===== src/rtl/sfx_pkg.sv =====
// sfx_pkg: shared constants for the pong sound-effect sequencer.
// Sequence IDs, FSM encoding, note table values and the period helper.
package sfx_pkg;

    localparam logic [1:0] SFX_NONE = 2'd0;
    localparam logic [1:0] SFX_HIT  = 2'd1;
    localparam logic [1:0] SFX_OVER = 2'd2;

    localparam logic [1:0] ST_IDLE = 2'd0;
    localparam logic [1:0] ST_NOTE = 2'd1;
    localparam logic [1:0] ST_GAP  = 2'd2;

    localparam int F_HIT0  = 880;
    localparam int F_HIT1  = 1320;
    localparam int F_OVER0 = 523;
    localparam int F_OVER1 = 392;
    localparam int F_OVER2 = 330;
    localparam int F_OVER3 = 262;

    localparam logic [8:0] D_HIT0  = 9'd40;
    localparam logic [8:0] D_HIT1  = 9'd40;
    localparam logic [8:0] D_OVER0 = 9'd150;
    localparam logic [8:0] D_OVER1 = 9'd150;
    localparam logic [8:0] D_OVER2 = 9'd150;
    localparam logic [8:0] D_OVER3 = 9'd300;

    localparam int HIT_LEN  = 2;
    localparam int OVER_LEN = 4;

    localparam logic [8:0] GAP_MS = 9'd10;

    typedef struct packed {
        logic [17:0] half;
        logic [8:0]  len;
    } note_t;

    function automatic logic [17:0] half_period(input int clk_freq, input int f);
        int h;
        h = clk_freq / (2 * f);
        return h[17:0];
    endfunction

endpackage


===== src/rtl/sfx_player_sq_tone_gen.sv =====
// sq_tone_gen: square wave from a half-period count.
// clear restarts the wave low; while disabled the output holds low.
module sq_tone_gen (
    input  logic        clk,
    input  logic        reset,
    input  logic        clear,
    input  logic        enable,
    input  logic [17:0] half,
    output logic        speaker
);

    logic [17:0] cnt_q, cnt_d;
    logic        spk_q, spk_d;

    always_comb begin
        cnt_d = cnt_q + 18'd1;
        spk_d = spk_q;
        if (clear || !enable) begin
            cnt_d = '0;
            spk_d = 1'b0;
        end else if (cnt_q == half - 18'd1) begin
            cnt_d = '0;
            spk_d = ~spk_q;
        end
    end

    always_ff @(posedge clk or negedge reset) begin
        if (!reset) begin
            cnt_q <= '0;
            spk_q <= 1'b0;
        end else begin
            cnt_q <= cnt_d;
            spk_q <= spk_d;
        end
    end

    assign speaker = spk_q;

endmodule


===== src/rtl/sfx_player.sv =====
// sfx_player: plays hit / game-over jingles as a square wave.
// Define SFX_GAP_EN to insert a silent gap after every note.
module sfx_player #(
    parameter int CLK_FREQ = 100_000_000
) (
    input  logic       clk,
    input  logic       reset,
    input  logic       hit_trig,
    input  logic       over_trig,
    output logic       speaker,
    output logic       busy,
    output logic [1:0] active_sfx,
    output logic       done
);

    import sfx_pkg::*;

    localparam logic [16:0] TICK_MAX = 17'(CLK_FREQ / 1000 - 1);

    localparam logic [17:0] H_HIT0  = half_period(CLK_FREQ, F_HIT0);
    localparam logic [17:0] H_HIT1  = half_period(CLK_FREQ, F_HIT1);
    localparam logic [17:0] H_OVER0 = half_period(CLK_FREQ, F_OVER0);
    localparam logic [17:0] H_OVER1 = half_period(CLK_FREQ, F_OVER1);
    localparam logic [17:0] H_OVER2 = half_period(CLK_FREQ, F_OVER2);
    localparam logic [17:0] H_OVER3 = half_period(CLK_FREQ, F_OVER3);

    function automatic note_t note_rom(input logic [1:0] sfx, input logic [1:0] idx);
        note_t n;
        n.half = H_HIT0;
        n.len  = D_HIT0;
        if (sfx == SFX_OVER) begin
            case (idx)
                2'd0: begin n.half = H_OVER0; n.len = D_OVER0; end
                2'd1: begin n.half = H_OVER1; n.len = D_OVER1; end
                2'd2: begin n.half = H_OVER2; n.len = D_OVER2; end
                default: begin n.half = H_OVER3; n.len = D_OVER3; end
            endcase
        end else if (idx == 2'd1) begin
            n.half = H_HIT1;
            n.len  = D_HIT1;
        end
        return n;
    endfunction

    logic [1:0]  state_q, state_d;
    logic [1:0]  sfx_q, sfx_d;
    logic [1:0]  idx_q, idx_d;
    logic [17:0] half_q, half_d;
    logic [8:0]  len_q, len_d;
    logic [16:0] presc_q, presc_d;
    logic [8:0]  dur_q, dur_d;
    logic        busy_q, busy_d;
    logic        done_q, done_d;

    logic        load;
    logic        seg_end;
    logic        adv;
    logic [8:0]  dur_nxt;
    logic [8:0]  seg_len;
    logic [1:0]  last_idx;
    note_t       nxt;

    always_comb begin
        state_d  = state_q;
        sfx_d    = sfx_q;
        idx_d    = idx_q;
        half_d   = half_q;
        len_d    = len_q;
        presc_d  = presc_q;
        dur_d    = dur_q;
        done_d   = 1'b0;
        load     = 1'b0;
        seg_end  = 1'b0;
        adv      = 1'b0;
        nxt      = '0;
        dur_nxt  = dur_q + 9'd1;
        seg_len  = (state_q == ST_NOTE) ? len_q : GAP_MS;
        last_idx = (sfx_q == SFX_OVER) ? 2'(OVER_LEN - 1) : 2'(HIT_LEN - 1);

        if (state_q != ST_IDLE) begin
            if (presc_q == TICK_MAX) begin
                presc_d = '0;
                if (dur_nxt == seg_len) begin
                    seg_end = 1'b1;
                end else begin
                    dur_d = dur_nxt;
                end
            end else begin
                presc_d = presc_q + 17'd1;
            end
        end

`ifdef SFX_GAP_EN
        if (seg_end && state_q == ST_NOTE) begin
            state_d = ST_GAP;
            dur_d   = '0;
        end
        adv = seg_end && (state_q == ST_GAP);
`else
        adv = seg_end;
`endif

        if (adv) begin
            if (idx_q == last_idx) begin
                state_d = ST_IDLE;
                sfx_d   = SFX_NONE;
                idx_d   = '0;
                dur_d   = '0;
                done_d  = 1'b1;
            end else begin
                idx_d = idx_q + 2'd1;
                load  = 1'b1;
            end
        end

        // A running OVER can be neither restarted nor preempted.
        if (over_trig && sfx_q != SFX_OVER) begin
            sfx_d  = SFX_OVER;
            idx_d  = '0;
            load   = 1'b1;
            done_d = 1'b0;
        end else if (hit_trig && sfx_q != SFX_OVER) begin
            sfx_d  = SFX_HIT;
            idx_d  = '0;
            load   = 1'b1;
            done_d = 1'b0;
        end

        if (load) begin
            nxt     = note_rom(sfx_d, idx_d);
            state_d = ST_NOTE;
            half_d  = nxt.half;
            len_d   = nxt.len;
            presc_d = '0;
            dur_d   = '0;
        end

        busy_d = (state_d != ST_IDLE);
    end

    always_ff @(posedge clk or negedge reset) begin
        if (!reset) begin
            state_q <= ST_IDLE;
            sfx_q   <= SFX_NONE;
            idx_q   <= '0;
            half_q  <= '0;
            len_q   <= '0;
            presc_q <= '0;
            dur_q   <= '0;
            busy_q  <= 1'b0;
            done_q  <= 1'b0;
        end else begin
            state_q <= state_d;
            sfx_q   <= sfx_d;
            idx_q   <= idx_d;
            half_q  <= half_d;
            len_q   <= len_d;
            presc_q <= presc_d;
            dur_q   <= dur_d;
            busy_q  <= busy_d;
            done_q  <= done_d;
        end
    end

    sq_tone_gen u_tone (
        .clk     (clk),
        .reset   (reset),
        .clear   (load),
        .enable  (state_d == ST_NOTE),
        .half    (half_q),
        .speaker (speaker)
    );

    assign busy       = busy_q;
    assign active_sfx = sfx_q;
    assign done       = done_q;

endmodule


===== config.mk =====
export PLATFORM = sky130hd
export DESIGN_NAME = sfx_player
export DESIGN_NICKNAME = d
export VERILOG_FILES = /design/src/rtl/sfx_pkg.sv /design/src/rtl/sfx_player_sq_tone_gen.sv /design/src/rtl/sfx_player.sv
export SDC_FILE = /design/constraint.sdc
export NUM_CORES = 1
export LEC_CHECK = 0
export CORE_MARGIN = 2
export CORE_UTILIZATION = 50
export CTS_BUF_LIST = sky130_fd_sc_hd__clkbuf_16
export DETAILED_ROUTE_END_ITERATION = 8
export PLACE_DENSITY_LB_ADDON = 0.2
export SLEW_MARGIN = 20
export SYNTH_ARGS = -nofsm -noshare
export SYNTH_HDL_FRONTEND = slang
export SYNTH_SLANG_ARGS = --single-unit

===== constraint.sdc =====
create_clock -name clk -period 3.5 [get_ports clk]
set_clock_uncertainty 0.2 [all_clocks]
set_input_delay 0.525 -clock clk [delete_from_list [all_inputs] [get_ports clk]]
set_output_delay 0.525 -clock clk [all_outputs]
set_load 0.05 [all_outputs]

==> flow_summary_export.csv <==
group,metric,value,unit
sta,final-max-slew-violation-count,0,
setup_path,worst_setup_path_start_kind,"flop",
setup_path,critPathKind,"flop to flop",
clock_network,cts_num_sinks,73,
global_route,grt-ovfl-total,0,
clock_network,path_clk_slew,0.06,ns
setup_path,cp_max_fo,4,
sta,setup_violations,0,
clock_network,cts.path.max_buffers,2,
global_route,grt_pass1_vias,3839,
detailed_routing,ant_nets,0,
logic_synthesis,synth.area.top_cells,"dfrtp_1, xnor2_1, nor2_1, xor2_1, nand2_1",
clock_network,tritoncts,"done",
setup_path,rr_startpoint,"dur_q[1]",
pwr,power.density,514,nW/um2
sta,period_minus_slack,3.38,ns
place,dp_hpwl,7.95,mm
floorplan,pin_count,9,
floorplan,initial_utilization,50.6,%
pwr,ir_drop,0.000381,V
place,io_buffers,8,
sta,whs,0.133,ns
logic_synthesis,syn_area,4610,um2
layout,diodes,0,
layout,fillers,814,
global_route,grt.total_usage,23.7,%
clock_network,clk_latency,0.33,ns
detailed_routing,viasPerCell,6.06,
floorplan,die-area,10000,um2
logic_synthesis,synth_cell_types,59,
layout,drive_gt1_share,12.6,%
layout,multi_input_area,2680,um2
global_route,use_met2,35.5,%
detailed_routing,drt_iter0_markers,194,
logic_synthesis,synthArstFlopShare,100,%
sta,finalHoldViolations,0,
clock_network,hold_buffers,0,
floorplan,die_h,100,um
global_route,grt.busiest_layer,"met2",
clock_network,htree_levels,3,
global_route,antenna_found_initial,0,
setup_path,crit_required,3.54,ns
sta,fin_tns_setup,0,ns
setup_path,reg2reg_slack,0.12,ns
layout,num-nets-final,563,
place,routabilityCongestion,0.952,
clock_network,clockRootBuffer,"clkbuf_16",
logic_synthesis,synth_cells,525,
floorplan,chipWidth,100,um
global_route,grt_pass1_wl,18.9,mm
detailed_routing,drt_wl_total,11.3,mm
floorplan,coreArea,9110,um2
global_route,met3_usage,4.87,%
logic_synthesis,yosys_warnings,0,
floorplan,rows,35,
logic_synthesis,syn_area_per_cell,8.78,um2
setup_path,crit_start,"dur_q[1]",
logic_synthesis,synth_ff_type,"dfrtp_1",
clock_network,numCtsBuffers,9,
pwr,p_leak,0.00210,uW
job,drv_cap,0,
layout,regArea,1830,um2
run_status,status,"finished clean",
hold_path,hold_class,"input port to async pin",
setup_path,end_kind,"flop",
logic_synthesis,syn_nets,538,
detailed_routing,drc_errors,0,
sta,max_freq,296,MHz
logic_synthesis,yosysSeqAreaShare,39.6,%
logic_synthesis,yosysTopAreaCell,"dfrtp_1",
sta,period_share,96.5,%
detailed_routing,dr.pass1.iters,5,
sta,relSlewSlack,38.5,%
layout,syn_to_final_growth,14.3,%
detailed_routing,vias,4034,
detailed_routing,routedWlPerCell,16.9,um
logic_synthesis,ys_ff_latch,73,
logic_synthesis,synth_edf_count,0,
global_route,gr-usage-met1,34.4,%
logic_synthesis,synth_top_cell_area_share,39.6,%
sta,worstMarginPinSlew,0.922,ns
global_route,grt_max_degree,74,
setup_path,crit_arrival,3.42,ns
==> sequential cells by signal, summed over array words and instances, names as in the netlist <==
name,flops
done,1
dur_q,9
active_sfx,2
u_tone.cnt_q,18
half_q,16
len_q,4
presc_q,17
u_tone.speaker,1
idx_q,2
busy,1
state_q,2
==> routing by layer <==
metal,wire (um),up-vias
li1,-,1938
met1,5440,1966
met2,5100,109
met3,552,21
met4,191,0
met5,0,-
==> where the power goes <==
part	total, uW	switching, uW	internal [uW]
Clock	870	332	538
Combinational	765	475	290
Sequential	1080	139	937
==> worst max-delay path, stage by stage (launching register included) <==
cell and delay, ns:
dfrtp_1 0.43, ha_2 0.37, inv_1 0.04, or4_1 0.51, o211ai_1 0.19, nand3_2 0.18, nor3_4 0.26, nand4b_1 0.19
a21o_1 0.23, ha_2 0.27, a211o_1 0.25, a31oi_1 0.18
==> through the flow <==
stage	utilization (%)	instance area, um2	total power (uW)	std cells	setup WS, ns
2_1_floorplan	-	4610	1570	525	0.130
3_3_place_gp	53.8	4900	1800	646	0.184
3_5_place_dp	53.8	4900	1820	646	0.0215
4_1_cts	57.0	5190	2690	662	0.0593
5_1_grt	57.9	5270	2860	666	-0.0234
6_report	57.9	5270	2710	666	0.122
==> placed cells by master, fill, tap and decap left out, drive strengths merged, types with 7 or more instances in the layout <==
master / netlist / final
xnor2: 29 / 29
a21oi: 22 / 22
ha: 9 / 9
xor2: 27 / 27
nor4: 11 / 11
clkdlybuf4s50: 0 / 7
nand2b: 8 / 8
nand4: 13 / 13
nand2: 40 / 40
a211oi: 8 / 8
or2: 7 / 7
clkbuf: 15 / 9
nand3: 26 / 26
nor2: 67 / 67
dfrtp: 73 / 73
inv: 16 / 18
nor3: 16 / 16
or4: 8 / 8
and3: 9 / 9
buf: 7 / 29
o21ai: 24 / 24
==> final timing paths <==
kind | end | depth (start not counted)
setup reg to reg | half_q[9] | 11
setup / recovery | half_q[9] | 11
max in group asynchronous | presc_q[3] | 1
hold / removal | u_tone.cnt_q[0] | 1
min in group clk | half_q[17] | 1
hold reg to reg | half_q[17] | 1
==> cells by family after synthesis <==
logic type	after synthesis	share of synthesized area [%]
and+or+nand+nor	237	26.9
xor gates and xnor gates	56	10.6
buffers and inverters	38	3.55
muxes	8	1.82
AOI/OAI and AO/OA	104	15.0
adders and majority gates	9	2.44
DFF	73	39.6
==> cells in the mapped netlist (3+ instances only) <==
| master | instances |
|---|---|
| o211ai_1 | 6 |
| o21ai_1 | 3 |
| ha_1 | 9 |
| nor3_1 | 14 |
| or4_1 | 6 |
| and3_1 | 9 |
| nor4_1 | 11 |
| a211oi_1 | 8 |
| a31oi_1 | 5 |
| dfrtp_1 | 73 |
| nor2_1 | 67 |
| a21o_1 | 5 |
| inv_1 | 16 |
| xor2_1 | 27 |
| nand3b_1 | 6 |
| o21ai_0 | 21 |
| clkbuf_1 | 15 |
| or3_1 | 5 |
| o21a_1 | 5 |
| nand3_1 | 25 |
| nand2b_1 | 8 |
| buf_2 | 5 |
| nand2_1 | 40 |
| o31a_1 | 4 |
| xnor2_1 | 29 |
| and2_1 | 5 |
| o22ai_1 | 3 |
| nand4_1 | 13 |
| mux2i_1 | 5 |
| o2bb2ai_1 | 5 |
| mux2_2 | 3 |
| or2_2 | 7 |
| a21oi_1 | 22 |
| nor2b_1 | 4 |
==> cell type report <==
class / instances / area share [%]
clock buffers: 9 / 4.27
repair buffers: 36 / 5.46
inverters: 16 / 1.14
well taps: 111 / 2.63
clock inverters: 7 / 1.02
flip-flops and latches: 73 / 34.7
multi-input cells: 414 / 50.8
==> what timing repair did <==
| action | 4_1_cts | 5_1_grt |
|---|---|---|
| resized for setup | 1 | 14 |
| pin swaps | 0 | 4 |
| buffers inserted | 0 | 4 |
| setup endpoints to repair | 1 | 30 |
No activity file was read; power rests on OpenSTA's default activity.
